[config.mk]
export PLATFORM = sky130hd
export DESIGN_NAME = uart_rx_fifo_flat
export DESIGN_NICKNAME = d
export VERILOG_FILES = /design/src/rtl/uart_pkg.sv /design/src/rtl/uart_rx_fifo_if.sv /design/src/rtl/uart_fifo_mem.sv /design/src/rtl/uart_rx_fifo.sv /design/src/flat_wrapper.sv
export SDC_FILE = /design/constraint.sdc
export NUM_CORES = 1
export LEC_CHECK = 0
export BUFFER_PORTS_ARGS = -buffer_cell sky130_fd_sc_hd__buf_2
export CORE_ASPECT_RATIO = 1.1
export CORE_MARGIN = 4
export CORE_UTILIZATION = 50
export CTS_BUF_LIST = sky130_fd_sc_hd__clkbuf_16
export CTS_CLUSTER_SIZE = 10
export DETAILED_ROUTE_END_ITERATION = 7
export PLACE_DENSITY = 0.68
export SYNTH_ARGS = -nofsm -noshare
export SYNTH_HDL_FRONTEND = slang
export SYNTH_SLANG_ARGS = --single-unit
[constraint.sdc]
create_clock -name CLK -period 4.3 [get_ports CLK]
set_input_delay 0.86 -clock CLK [delete_from_list [all_inputs] [get_ports CLK]]
set_output_delay 0.86 -clock CLK [all_outputs]
set_load 0.1 [all_outputs]
[src/rtl/uart_pkg.sv]
// Shared constants for the UART receive path: FCR trigger-level codes, LSR bit
// positions, error-tag field order and the character-timeout FSM states.
package uart_pkg;

  localparam logic [1:0] TL_1  = 2'b00;
  localparam logic [1:0] TL_4  = 2'b01;
  localparam logic [1:0] TL_8  = 2'b10;
  localparam logic [1:0] TL_14 = 2'b11;

  localparam int LSR_DR      = 0;
  localparam int LSR_OE      = 1;
  localparam int LSR_PE      = 2;
  localparam int LSR_FE      = 3;
  localparam int LSR_BI      = 4;
  localparam int LSR_FIFOERR = 7;

  // Error tag is {BI,FE,PE}
  localparam int ERR_PE = 0;
  localparam int ERR_FE = 1;
  localparam int ERR_BI = 2;

  typedef enum logic [1:0] {
    TO_IDLE    = 2'd0,
    TO_COUNT   = 2'd1,
    TO_EXPIRED = 2'd2
  } to_state_e;

  function automatic int unsigned trig_level(input logic fifoen, input logic [1:0] sel);
    if (!fifoen) return 1;
    case (sel)
      TL_1:    return 1;
      TL_4:    return 4;
      TL_8:    return 8;
      default: return 14;
    endcase
  endfunction

endpackage

[src/rtl/uart_rx_fifo_if.sv]
// Bundle between the RX FIFO and its neighbours: FCR controls, deserializer
// write side, CPU read side and the status flags feeding LSR/IIR.
interface uart_rx_fifo_if #(parameter int DEPTH = 16);
  import uart_pkg::*;
  localparam int CW = $clog2(DEPTH + 1);

  // Strobes are single-cycle. A write is accepted when the FIFO is not full or
  // a pop happens in the same cycle; a pop is accepted only while data_ready=1.
  logic          FIFOEN;
  logic          RXCLR;
  logic [1:0]    RXFIFTL;
  logic          rx_wr_en;
  logic [7:0]    rx_wr_data;
  logic [2:0]    rx_wr_err;
  logic          rx_rd_en;
  logic          lsr_rd;
  logic          char_tick;
  logic [7:0]    rx_rd_data;
  logic [2:0]    rx_rd_err;
  logic          data_ready;
  logic          overrun_err;
  logic          fifo_err;
  logic          trigger_int;
  logic          timeout_int;
  logic [CW-1:0] rx_count;
  to_state_e     to_state;

  modport master (
    output FIFOEN, RXCLR, RXFIFTL, rx_wr_en, rx_wr_data, rx_wr_err,
           rx_rd_en, lsr_rd, char_tick,
    input  rx_rd_data, rx_rd_err, data_ready, overrun_err, fifo_err,
           trigger_int, timeout_int, rx_count, to_state
  );

  modport slave (
    input  FIFOEN, RXCLR, RXFIFTL, rx_wr_en, rx_wr_data, rx_wr_err,
           rx_rd_en, lsr_rd, char_tick,
    output rx_rd_data, rx_rd_err, data_ready, overrun_err, fifo_err,
           trigger_int, timeout_int, rx_count, to_state
  );
endinterface

[src/rtl/uart_fifo_mem.sv]
// Storage array for the RX FIFO: synchronous write, asynchronous read so the
// head entry is visible without a read cycle.
module uart_fifo_mem #(
  parameter int DEPTH = 16,
  parameter int W     = 11,
  localparam int AW   = $clog2(DEPTH)
) (
  input  logic          clk_i,
  input  logic          rst_ni,
  input  logic          wr_en_i,
  input  logic [AW-1:0] wr_addr_i,
  input  logic [W-1:0]  wr_data_i,
  input  logic [AW-1:0] rd_addr_i,
  output logic [W-1:0]  rd_data_o
);

  logic [W-1:0] mem_q [DEPTH];

  always_ff @(posedge clk_i) begin
    if (!rst_ni) begin
      mem_q <= '{default: '0};
    end else if (wr_en_i) begin
      mem_q[wr_addr_i] <= wr_data_i;
    end
  end

  assign rd_data_o = mem_q[rd_addr_i];

endmodule

[src/rtl/uart_rx_fifo.sv]
// 16550-style receive FIFO: pointers, occupancy and error-entry counters,
// sticky overrun and the character-timeout FSM.
module uart_rx_fifo
  import uart_pkg::*;
#(
  parameter int DEPTH    = 16,
  parameter int TO_CHARS = 4
) (
  input logic           CLK,
  input logic           RST,
  uart_rx_fifo_if.slave bus
);

  localparam int AW = $clog2(DEPTH);
  localparam int CW = $clog2(DEPTH + 1);
  localparam int TW = $clog2(TO_CHARS + 1);

  logic [AW-1:0] wr_ptr_q, wr_ptr_d, rd_ptr_q, rd_ptr_d;
  logic [CW-1:0] count_q, count_d, err_cnt_q, err_cnt_d;
  logic [TW-1:0] to_cnt_q, to_cnt_d;
  logic          ovr_q, ovr_d, fifoen_q;
  to_state_e     state_q, state_d;

  logic [10:0]   head;
  logic [CW-1:0] depth_eff, trig_lvl;
  logic          clr, full, empty, push, pop, drop, to_restart;

  // Toggling FIFOEN changes the effective depth, so it flushes like RXCLR.
  assign clr       = bus.RXCLR | (bus.FIFOEN != fifoen_q);
  assign depth_eff = bus.FIFOEN ? CW'(DEPTH) : CW'(1);
  assign full      = (count_q >= depth_eff);
  assign empty     = (count_q == '0);
  assign pop       = bus.rx_rd_en & ~empty & ~clr;
  assign push      = bus.rx_wr_en & ~clr & (~full | pop);
  assign drop      = bus.rx_wr_en & ~clr & full & ~pop;

  uart_fifo_mem #(.DEPTH(DEPTH), .W(11)) u_mem (
    .clk_i     (CLK),
    .rst_ni    (RST),
    .wr_en_i   (push),
    .wr_addr_i (wr_ptr_q),
    .wr_data_i ({bus.rx_wr_err, bus.rx_wr_data}),
    .rd_addr_i (rd_ptr_q),
    .rd_data_o (head)
  );

  always_comb begin
    wr_ptr_d  = wr_ptr_q;
    rd_ptr_d  = rd_ptr_q;
    count_d   = count_q;
    err_cnt_d = err_cnt_q;
    ovr_d     = ovr_q;
    if (clr) begin
      wr_ptr_d  = '0;
      rd_ptr_d  = '0;
      count_d   = '0;
      err_cnt_d = '0;
    end else begin
      if (push) begin
        wr_ptr_d = wr_ptr_q + AW'(1);
        count_d  = count_d + CW'(1);
        if (|bus.rx_wr_err) err_cnt_d = err_cnt_d + CW'(1);
      end
      if (pop) begin
        rd_ptr_d = rd_ptr_q + AW'(1);
        count_d  = count_d - CW'(1);
        if (|head[10:8]) err_cnt_d = err_cnt_d - CW'(1);
      end
    end
    if (drop)            ovr_d = 1'b1;
    else if (bus.lsr_rd) ovr_d = 1'b0;
  end

  assign to_restart = push | pop | clr | empty | ~bus.FIFOEN;

  always_comb begin
    state_d  = state_q;
    to_cnt_d = to_cnt_q;
    if (to_restart) begin
      state_d  = TO_IDLE;
      to_cnt_d = '0;
    end else if (bus.char_tick) begin
      case (state_q)
        TO_IDLE, TO_COUNT: begin
          to_cnt_d = to_cnt_q + TW'(1);
          state_d  = (to_cnt_d == TW'(TO_CHARS)) ? TO_EXPIRED : TO_COUNT;
        end
        default: begin
          state_d  = TO_EXPIRED;
          to_cnt_d = to_cnt_q;
        end
      endcase
    end
  end

  always_ff @(posedge CLK) begin
    if (!RST) begin
      wr_ptr_q  <= '0;
      rd_ptr_q  <= '0;
      count_q   <= '0;
      err_cnt_q <= '0;
      to_cnt_q  <= '0;
      ovr_q     <= 1'b0;
      fifoen_q  <= bus.FIFOEN;
      state_q   <= TO_IDLE;
    end else begin
      wr_ptr_q  <= wr_ptr_d;
      rd_ptr_q  <= rd_ptr_d;
      count_q   <= count_d;
      err_cnt_q <= err_cnt_d;
      to_cnt_q  <= to_cnt_d;
      ovr_q     <= ovr_d;
      fifoen_q  <= bus.FIFOEN;
      state_q   <= state_d;
    end
  end

  assign trig_lvl        = CW'(trig_level(bus.FIFOEN, bus.RXFIFTL));
  assign bus.rx_rd_data  = head[7:0];
  assign bus.rx_rd_err   = head[10:8];
  assign bus.data_ready  = ~empty;
  assign bus.overrun_err = ovr_q;
  assign bus.fifo_err    = (err_cnt_q != '0);
  assign bus.trigger_int = (count_q >= trig_lvl);
  assign bus.timeout_int = (state_q == TO_EXPIRED) & ~empty;
  assign bus.rx_count    = count_q;
  assign bus.to_state    = state_q;

endmodule

[src/flat_wrapper.sv]
// flat-port wrapper written by rule: the top's interface ports become plain ports
module uart_rx_fifo_flat import uart_pkg::*;
#(
  parameter int DEPTH    = 16,
  parameter int TO_CHARS = 4
)
  (CLK, RST, bus_FIFOEN, bus_RXCLR, bus_RXFIFTL, bus_rx_wr_en, bus_rx_wr_data, bus_rx_wr_err, bus_rx_rd_en, bus_lsr_rd, bus_char_tick, bus_rx_rd_data, bus_rx_rd_err, bus_data_ready, bus_overrun_err, bus_fifo_err, bus_trigger_int, bus_timeout_int, bus_rx_count, bus_to_state);
  uart_rx_fifo_if #(.DEPTH(DEPTH)) bus_i ();
  input logic CLK;
  input logic RST;
  input wire logic [$bits(bus_i.FIFOEN)-1:0] bus_FIFOEN;
  input wire logic [$bits(bus_i.RXCLR)-1:0] bus_RXCLR;
  input wire logic [$bits(bus_i.RXFIFTL)-1:0] bus_RXFIFTL;
  input wire logic [$bits(bus_i.rx_wr_en)-1:0] bus_rx_wr_en;
  input wire logic [$bits(bus_i.rx_wr_data)-1:0] bus_rx_wr_data;
  input wire logic [$bits(bus_i.rx_wr_err)-1:0] bus_rx_wr_err;
  input wire logic [$bits(bus_i.rx_rd_en)-1:0] bus_rx_rd_en;
  input wire logic [$bits(bus_i.lsr_rd)-1:0] bus_lsr_rd;
  input wire logic [$bits(bus_i.char_tick)-1:0] bus_char_tick;
  output wire logic [$bits(bus_i.rx_rd_data)-1:0] bus_rx_rd_data;
  output wire logic [$bits(bus_i.rx_rd_err)-1:0] bus_rx_rd_err;
  output wire logic [$bits(bus_i.data_ready)-1:0] bus_data_ready;
  output wire logic [$bits(bus_i.overrun_err)-1:0] bus_overrun_err;
  output wire logic [$bits(bus_i.fifo_err)-1:0] bus_fifo_err;
  output wire logic [$bits(bus_i.trigger_int)-1:0] bus_trigger_int;
  output wire logic [$bits(bus_i.timeout_int)-1:0] bus_timeout_int;
  output wire logic [$bits(bus_i.rx_count)-1:0] bus_rx_count;
  output wire logic [$bits(bus_i.to_state)-1:0] bus_to_state;
  assign bus_i.FIFOEN = bus_FIFOEN;
  assign bus_i.RXCLR = bus_RXCLR;
  assign bus_i.RXFIFTL = bus_RXFIFTL;
  assign bus_i.rx_wr_en = bus_rx_wr_en;
  assign bus_i.rx_wr_data = bus_rx_wr_data;
  assign bus_i.rx_wr_err = bus_rx_wr_err;
  assign bus_i.rx_rd_en = bus_rx_rd_en;
  assign bus_i.lsr_rd = bus_lsr_rd;
  assign bus_i.char_tick = bus_char_tick;
  assign bus_rx_rd_data = bus_i.rx_rd_data;
  assign bus_rx_rd_err = bus_i.rx_rd_err;
  assign bus_data_ready = bus_i.data_ready;
  assign bus_overrun_err = bus_i.overrun_err;
  assign bus_fifo_err = bus_i.fifo_err;
  assign bus_trigger_int = bus_i.trigger_int;
  assign bus_timeout_int = bus_i.timeout_int;
  assign bus_rx_count = bus_i.rx_count;
  assign bus_to_state = bus_i.to_state;
  uart_rx_fifo #(.DEPTH(DEPTH), .TO_CHARS(TO_CHARS)) u_core (.CLK(CLK), .RST(RST), .bus(bus_i));
endmodule
==> impl_metrics.env, run 1 <==
export IMPL_status="completed"
export IMPL_wirelength_um=21300
export IMPL_drc=0
export IMPL_initial_core_util_pct=50.7
export IMPL_area_delta_synth_final_pct=10.8
export IMPL_synthTopCellsByCount="dfxtp_1, nor2b_1, mux2i_1"
export IMPL_finalMaxSlewViolations=0
export IMPL_syn_nets=952
export IMPL_seq_area_frac_synth_pct=41.7
export IMPL_yosys_area_top_type="dfxtp_1"
export IMPL_wire_per_inst_um=18.1
export IMPL_finalCriticalPeriod_ns=3.69
export IMPL_grt_overflow_total=0
export IMPL_cp_slowest_cell="dfxtp_2"
export IMPL_cts_hold_buffers=0
export IMPL_p_leak_nw=4.59
export IMPL_rows=53
export IMPL_antenna_cells=0
export IMPL_die_y_um=154
export IMPL_synthMuxAreaShare_pct=26.8
export IMPL_cts_root_buf="clkbuf_16"
export IMPL_synth_top_family_by_area="multiplexers"
export IMPL_synth_avg_cell_area_um2=10.6
export IMPL_vias=6429
export IMPL_timing_final_crit_share_pct=85.7
export IMPL_setup_tns_ns=0
export IMPL_grt_pass1_vias=6473
export IMPL_cp_end_kind="output pin"
export IMPL_critPathMaxStageDelay_ns=0.54
export IMPL_synth_area_leaders="dfxtp_1, mux2i_1, mux4_2"
export IMPL_cts_setup_buffers=0
export IMPL_viasPerCell=5.45
export IMPL_rsz0062_at_grt="no"
export IMPL_slew_limit_headroom_pct=39.4
export IMPL_first_iter_violations=445
export IMPL_dr_pass1_iters=4
export IMPL_criticalPathCategory="register to output pin"
export IMPL_synthSimpleGateAreaFrac_pct=18.0
export IMPL_synth_compound_area_share_pct=5.41
export IMPL_io_pins=44
export IMPL_coreArea_um2=19000
export IMPL_hpwl_um=14000
export IMPL_place_gp_congestion=0.785
export IMPL_clkLatencyLatePin_ns=0.51
export IMPL_synth_edf_count=0
export IMPL_setup_viol=0
export IMPL_crit_fanout=10
export IMPL_clkTransAtPathRegs_ns=0.05
export IMPL_portBuffers=43
export IMPL_worstReg2RegEnd="u_core.err_cnt_q[4]"
export IMPL_synth_top_area_share_pct=41.7
export IMPL_synth_warning_count=0
export IMPL_synthXorXnorAreaFrac_pct=2.00
export IMPL_worstSetupEndpoint="bus_rx_rd_err[1]"
export IMPL_ys_types=47
export IMPL_track_usage_pct=20.0
export IMPL_drive_gt1_share_pct=16.9
export IMPL_crit_path_cell_trace="buf_4 -> mux4_2 -> a22oi_1 -> nand2_1 -> buf_2"
export IMPL_grt_antenna_before_repair=0
export IMPL_cts_max_path_buffers=3
export IMPL_ant_nets=0
export IMPL_die_area_um2=21600
export IMPL_worstRegToRegCells=8
export IMPL_htree_levels=1
export IMPL_grt_pass1_wl_um=35400
export IMPL_grt_max_degree=118
export IMPL_synth_seq_cells=201
export IMPL_final_util_pct=56.1
export IMPL_powerDensity_nw_per_um2=352
export IMPL_yosysMostFrequentCell="dfxtp_1"
export IMPL_vdd_drop_max_mv=0.298
export IMPL_cp_start_kind="register"
export IMPL_postSynthCellCount=913
export IMPL_hold_viol=0
export IMPL_ys_flop_type="dfxtp_1"
export IMPL_dieWidth_um=140
export IMPL_fin_skew_ns=0.00675
export IMPL_cap_violations=0
export IMPL_final_nets=968
export IMPL_syn_cell_area_um2=9640
export IMPL_numClockSinks=201
export IMPL_worst_slew_pin_slew_ns=0.909
export IMPL_cts_tree="built"
export IMPL_crit_start="u_core.rd_ptr_q[0]"
export IMPL_cts_buffers=24
export IMPL_hp_class="register to register"
export IMPL_critical_path_arrival_ns=2.83
export IMPL_synth_fa_ha_area_share_pct=2.34
export IMPL_max_freq_mhz=271
export IMPL_async_reset_ff_share_pct=0
export IMPL_post_cts_resized=0
export IMPL_timing_rr_start="u_core.bus.rx_count[0]"
export IMPL_required_ns=3.44
export IMPL_reg2reg_slack_ns=1.18
cells by family (layout without fill, tap and decap cells):
| kind of cell | Yosys count | count (layout) |
|---|---|---|
| adders and majority gates | 18 | 18 |
| AOI/OAI and AO/OA | 70 | 70 |
| xor gates and xnor gates | 22 | 22 |
| muxes | 192 | 192 |
| DFF | 201 | 201 |
| buffers and inverters | 83 | 103 |
| and+or+nand+nor | 327 | 327 |
state kept, by name, summed over array words and instances, names as in the netlist:
signal                  cells
u_core.bus.rx_count         5
u_core.err_cnt_q            5
u_core.fifoen_q             1
u_core.u_mem.mem_q        176
u_core.wr_ptr_q             4
u_core.rd_ptr_q             4
u_core.to_cnt_q             3
u_core.bus.overrun_err      1
u_core.bus.to_state         2
worst min path at each step:
stage,start,end,slack (ns),depth (start not counted)
floorplan,u_core.u_mem.mem_q[143],u_core.u_mem.mem_q[143],0.44,2
global placement,u_core.u_mem.mem_q[140],u_core.u_mem.mem_q[140],0.45,2
detailed placement,u_core.u_mem.mem_q[141],u_core.u_mem.mem_q[141],0.46,2
CTS,u_core.u_mem.mem_q[141],u_core.u_mem.mem_q[141],0.46,2
global route,u_core.u_mem.mem_q[163],u_core.u_mem.mem_q[163],0.48,2
finish,u_core.u_mem.mem_q[132],u_core.u_mem.mem_q[132],0.46,2
metrics by stage:
step | instances | hold WS, ns | setup slack (ns) | cell area (µm²) | power, mW
after global routing | 1180 | 0.485 | 0.565 | 10700 | 3.89
after CTS | 1180 | 0.465 | 0.665 | 10700 | 3.81
after floorplan | 913 | 0.440 | 0.317 | 9650 | 2.04
final | 1180 | 0.463 | 0.615 | 10700 | 3.76
after global placement | 1150 | 0.447 | 0.871 | 10000 | 2.09
after detailed placement | 1150 | 0.457 | 0.760 | 10000 | 2.09
cell usage in the layout, fill, tap and decap left out, types with 10 or more instances in the layout:
cell type  instances
nor2b_1          139
xnor2_1           11
inv_1             10
nand2_1          104
buf_2             42
clkbuf_16         24
mux2i_1          137
ha_1              18
a21boi_0          45
mux4_2            52
xor2_1            11
buf_4             19
dfxtp_1          199
nor2_1            27
nand3_1           16
where the power goes:
group          total (mW)  internal, mW  switching (mW)  leakage [nW]
sequential           1.87          1.87         0.00253          1.62
combinational       0.176        0.0562           0.120          2.65
clock                1.71         0.988           0.724         0.320
total                3.76          2.91           0.846          4.59
cell type report:
| type | count | area [µm²] |
|---|---|---|
| flip-flops and latches | 201 | 4030 |
| repair buffers | 64 | 413 |
| well taps | 247 | 309 |
| fillers | 1639 | 8350 |
| multi-input cells | 629 | 5260 |
| clock buffers | 24 | 601 |
| clock inverters | 6 | 36.3 |
| inverters | 9 | 33.8 |
worst max-delay path: cells and delay by family, from the launching register on:
kind	cells	cell delay, ns
multiplexers	1	0.54
AND/OR/NAND/NOR	1	0.18
AO/OA/AOI/OAI	1	0.43
buffers and inverters	2	0.61
flip-flops	1	0.54
metal layers:
metal	wire (µm)	up-vias	GRT usage, %
li1	-	3195	-
met1	10100	3086	28.9
met2	10000	121	31.8
met3	927	27	2.95
met4	304	0	4.75
met5	0	-	0
Note: power is estimated with default switching activity, not from simulation.
==> run 2: changes to the inputs <==
--- a/config.mk
+++ b/config.mk
@@ -12,7 +12,7 @@
 export CTS_BUF_LIST = sky130_fd_sc_hd__clkbuf_16
 export CTS_CLUSTER_SIZE = 10
 export DETAILED_ROUTE_END_ITERATION = 7
-export PLACE_DENSITY = 0.68
+export PLACE_DENSITY = 0.78
 export SYNTH_ARGS = -nofsm -noshare
 export SYNTH_HDL_FRONTEND = slang
 export SYNTH_SLANG_ARGS = --single-unit
==> run 2 against run 1 <==
Combinational power about the same. Sequential share of layout area increased by 0.084 points. Cell count barely moved. Sequential cell count did not move. Maximum frequency rose by 5.4%. Wire length rose by 2.1%. Register-to-register slack worse by 0.14 ns. Via count up 3.4%. Critical path type unchanged. Critical endpoint is now bus_rx_rd_data[5]. Largest cell class unchanged. Largest power group unchanged. Highest routed layer unchanged.
==> impl_metrics.env, run 2 (synthesized netlist as in run 1, its figures left out) <==
export IMPL_status="completed"
export IMPL_viasPerCell=5.64
export IMPL_holdPathStages=2
export IMPL_critPathTopFamily="multiplexers"
export IMPL_setup_tns_ns=0
export IMPL_required_ns=3.44
export IMPL_worstRegToRegCells=9
export IMPL_timing_final_crit_share_pct=81.3
export IMPL_portBuffers=43
export IMPL_largest_register_ffs=176
export IMPL_dp_cells=1148
export IMPL_hold_viol=0
export IMPL_io_pins=44
export IMPL_crit_fanout=47
export IMPL_cts_hold_buffers=0
export IMPL_htree_levels=1
export IMPL_grt_antenna_before_repair=0
export IMPL_cp_num_cells=4
export IMPL_drc=0
export IMPL_worst_slew_pin_slew_ns=0.826
export IMPL_cp_start_kind="register"
export IMPL_setup_viol=0
export IMPL_fin_skew_ns=0.0178
export IMPL_wirelength_um=21800
export IMPL_critical_path_arrival_ns=2.64
export IMPL_finalMaxSlewViolations=0
export IMPL_antenna_cells=0
export IMPL_vias=6649
export IMPL_dieWidth_um=140
export IMPL_critPathMaxStageDelay_ns=0.61
export IMPL_place_gp_congestion=0.832
export IMPL_initial_core_util_pct=50.7
export IMPL_area_delta_synth_final_pct=10.6
export IMPL_mostFrequentLayoutCells="dfxtp_1, nor2b_1, mux2i_1, nand2_1, mux4_2"
export IMPL_timing_rr_start="u_core.bus.rx_count[0]"
export IMPL_preCtsSetupSlack_ns=0.611
export IMPL_dr_pass1_iters=6
export IMPL_hpwl_um=13800
export IMPL_cp_end_kind="output pin"
export IMPL_clkLatencyLatePin_ns=0.51
export IMPL_criticalPathCategory="register to output pin"
export IMPL_clkTransAtPathRegs_ns=0.05
export IMPL_slew_limit_headroom_pct=44.9
export IMPL_grt_pass1_wl_um=35200
export IMPL_crit_top_cell="mux4_2"
export IMPL_die_area_um2=21600
export IMPL_cts_root_buf="clkbuf_16"
export IMPL_crit_path_cell_trace="buf_12 -> mux4_2 -> mux4_2 -> buf_2"
export IMPL_final_nets=966
export IMPL_grt_overflow_total=0
export IMPL_cap_violations=0
export IMPL_track_usage_pct=20.0
export IMPL_first_iter_violations=491
export IMPL_rsz0062_at_grt="no"
export IMPL_cp_slowest_cell="mux4_2"
export IMPL_p_leak_nw=4.58
export IMPL_ant_nets=0
export IMPL_critical_path_buf_inv_count=2
export IMPL_min_from="u_core.u_mem.mem_q[170]"
export IMPL_wire_per_inst_um=18.5
export IMPL_fin_ws_ns=0.805
export IMPL_cts_tree="built"
export IMPL_final_cells=1179
export IMPL_hold_slack_ns=0.464
export IMPL_hp_class="register to register"
export IMPL_drive_gt1_share_pct=16.7
export IMPL_cts_buffers=24
export IMPL_die_y_um=154
export IMPL_coreArea_um2=19000
export IMPL_crit_start="u_core.rd_ptr_q[0]"
export IMPL_final_common_cell="dfxtp_1"
export IMPL_cts_max_path_buffers=3
export IMPL_grt_max_degree=101
export IMPL_grt_pass1_vias=6621
export IMPL_max_freq_mhz=286
export IMPL_reg2reg_slack_ns=1.04
export IMPL_vdd_drop_max_mv=0.358
export IMPL_largest_register="u_core.u_mem.mem_q"
export IMPL_rows=53
export IMPL_post_cts_resized=0
export IMPL_powerDensity_nw_per_um2=352
export IMPL_numClockSinks=201
export IMPL_finalCriticalPeriod_ns=3.50
export IMPL_final_util_pct=56.0
export IMPL_cts_setup_buffers=0
run 2: cell types whose count changed in the layout (fill, tap and decap cells not counted):
cell,before,now
clkinv_1,2,1
buf_12,3,2
inv_1,10,12
buf_4,19,18
run 2: cell type report:
type | count | area, µm²
Clock buffer | 24 | 601
Clock inverter | 7 | 40.0
Fill cell | 1628 | 8370
Inverter | 9 | 33.8
Multi-Input combinational cell | 629 | 5260
Sequential cell | 201 | 4030
Tap cell | 247 | 309
Timing Repair Buffer | 62 | 385
run 2: path summary, 6_finish.rpt:
path / to
setup reg to reg: u_core.u_mem.mem_q[98]
hold reg to reg: u_core.u_mem.mem_q[170]
setup / recovery: bus_rx_rd_data[5]
hold / removal: u_core.u_mem.mem_q[170]
run 2: per-stage QoR:
stage	total power, mW	instance area [µm²]
after floorplan	2.04	9650
after global placement	2.08	10000
after detailed placement	2.08	10000
after CTS	3.79	10700
after global routing	3.88	10700
final	3.76	10700
run 2: power by group:
group | internal (mW) | total (mW) | leakage (nW) | switching, mW
clock network | 0.989 | 1.71 | 0.329 | 0.722
registers | 1.87 | 1.87 | 1.62 | 0.00241
logic | 0.0566 | 0.175 | 2.64 | 0.119
total | 2.91 | 3.76 | 4.58 | 0.844
run 2: metal layers:
| layer | part of all wire (%) | up-vias | global-route usage, % | wire, µm |
|---|---|---|---|---|
| met5 | 0 | - | 0 | 0 |
| met4 | 2.7 | 0 | 5.91 | 584 |
| met3 | 4.6 | 43 | 3.08 | 1010 |
| met2 | 49 | 163 | 34.2 | 10600 |
| met1 | 44 | 3261 | 26.1 | 9560 |
| li1 | - | 3182 | - | - |
run 2: worst register-to-register path, stage by stage, from the launching register on:
cell and delay, ns:
dfxtp_1 0.47, inv_1 0.16, ha_1 0.33, nor4b_2 0.41, a221oi_4 0.18, nor2_2 0.49
nand3_1 0.51, buf_4 0.36, mux2i_1 0.18, nor2b_1 0.06
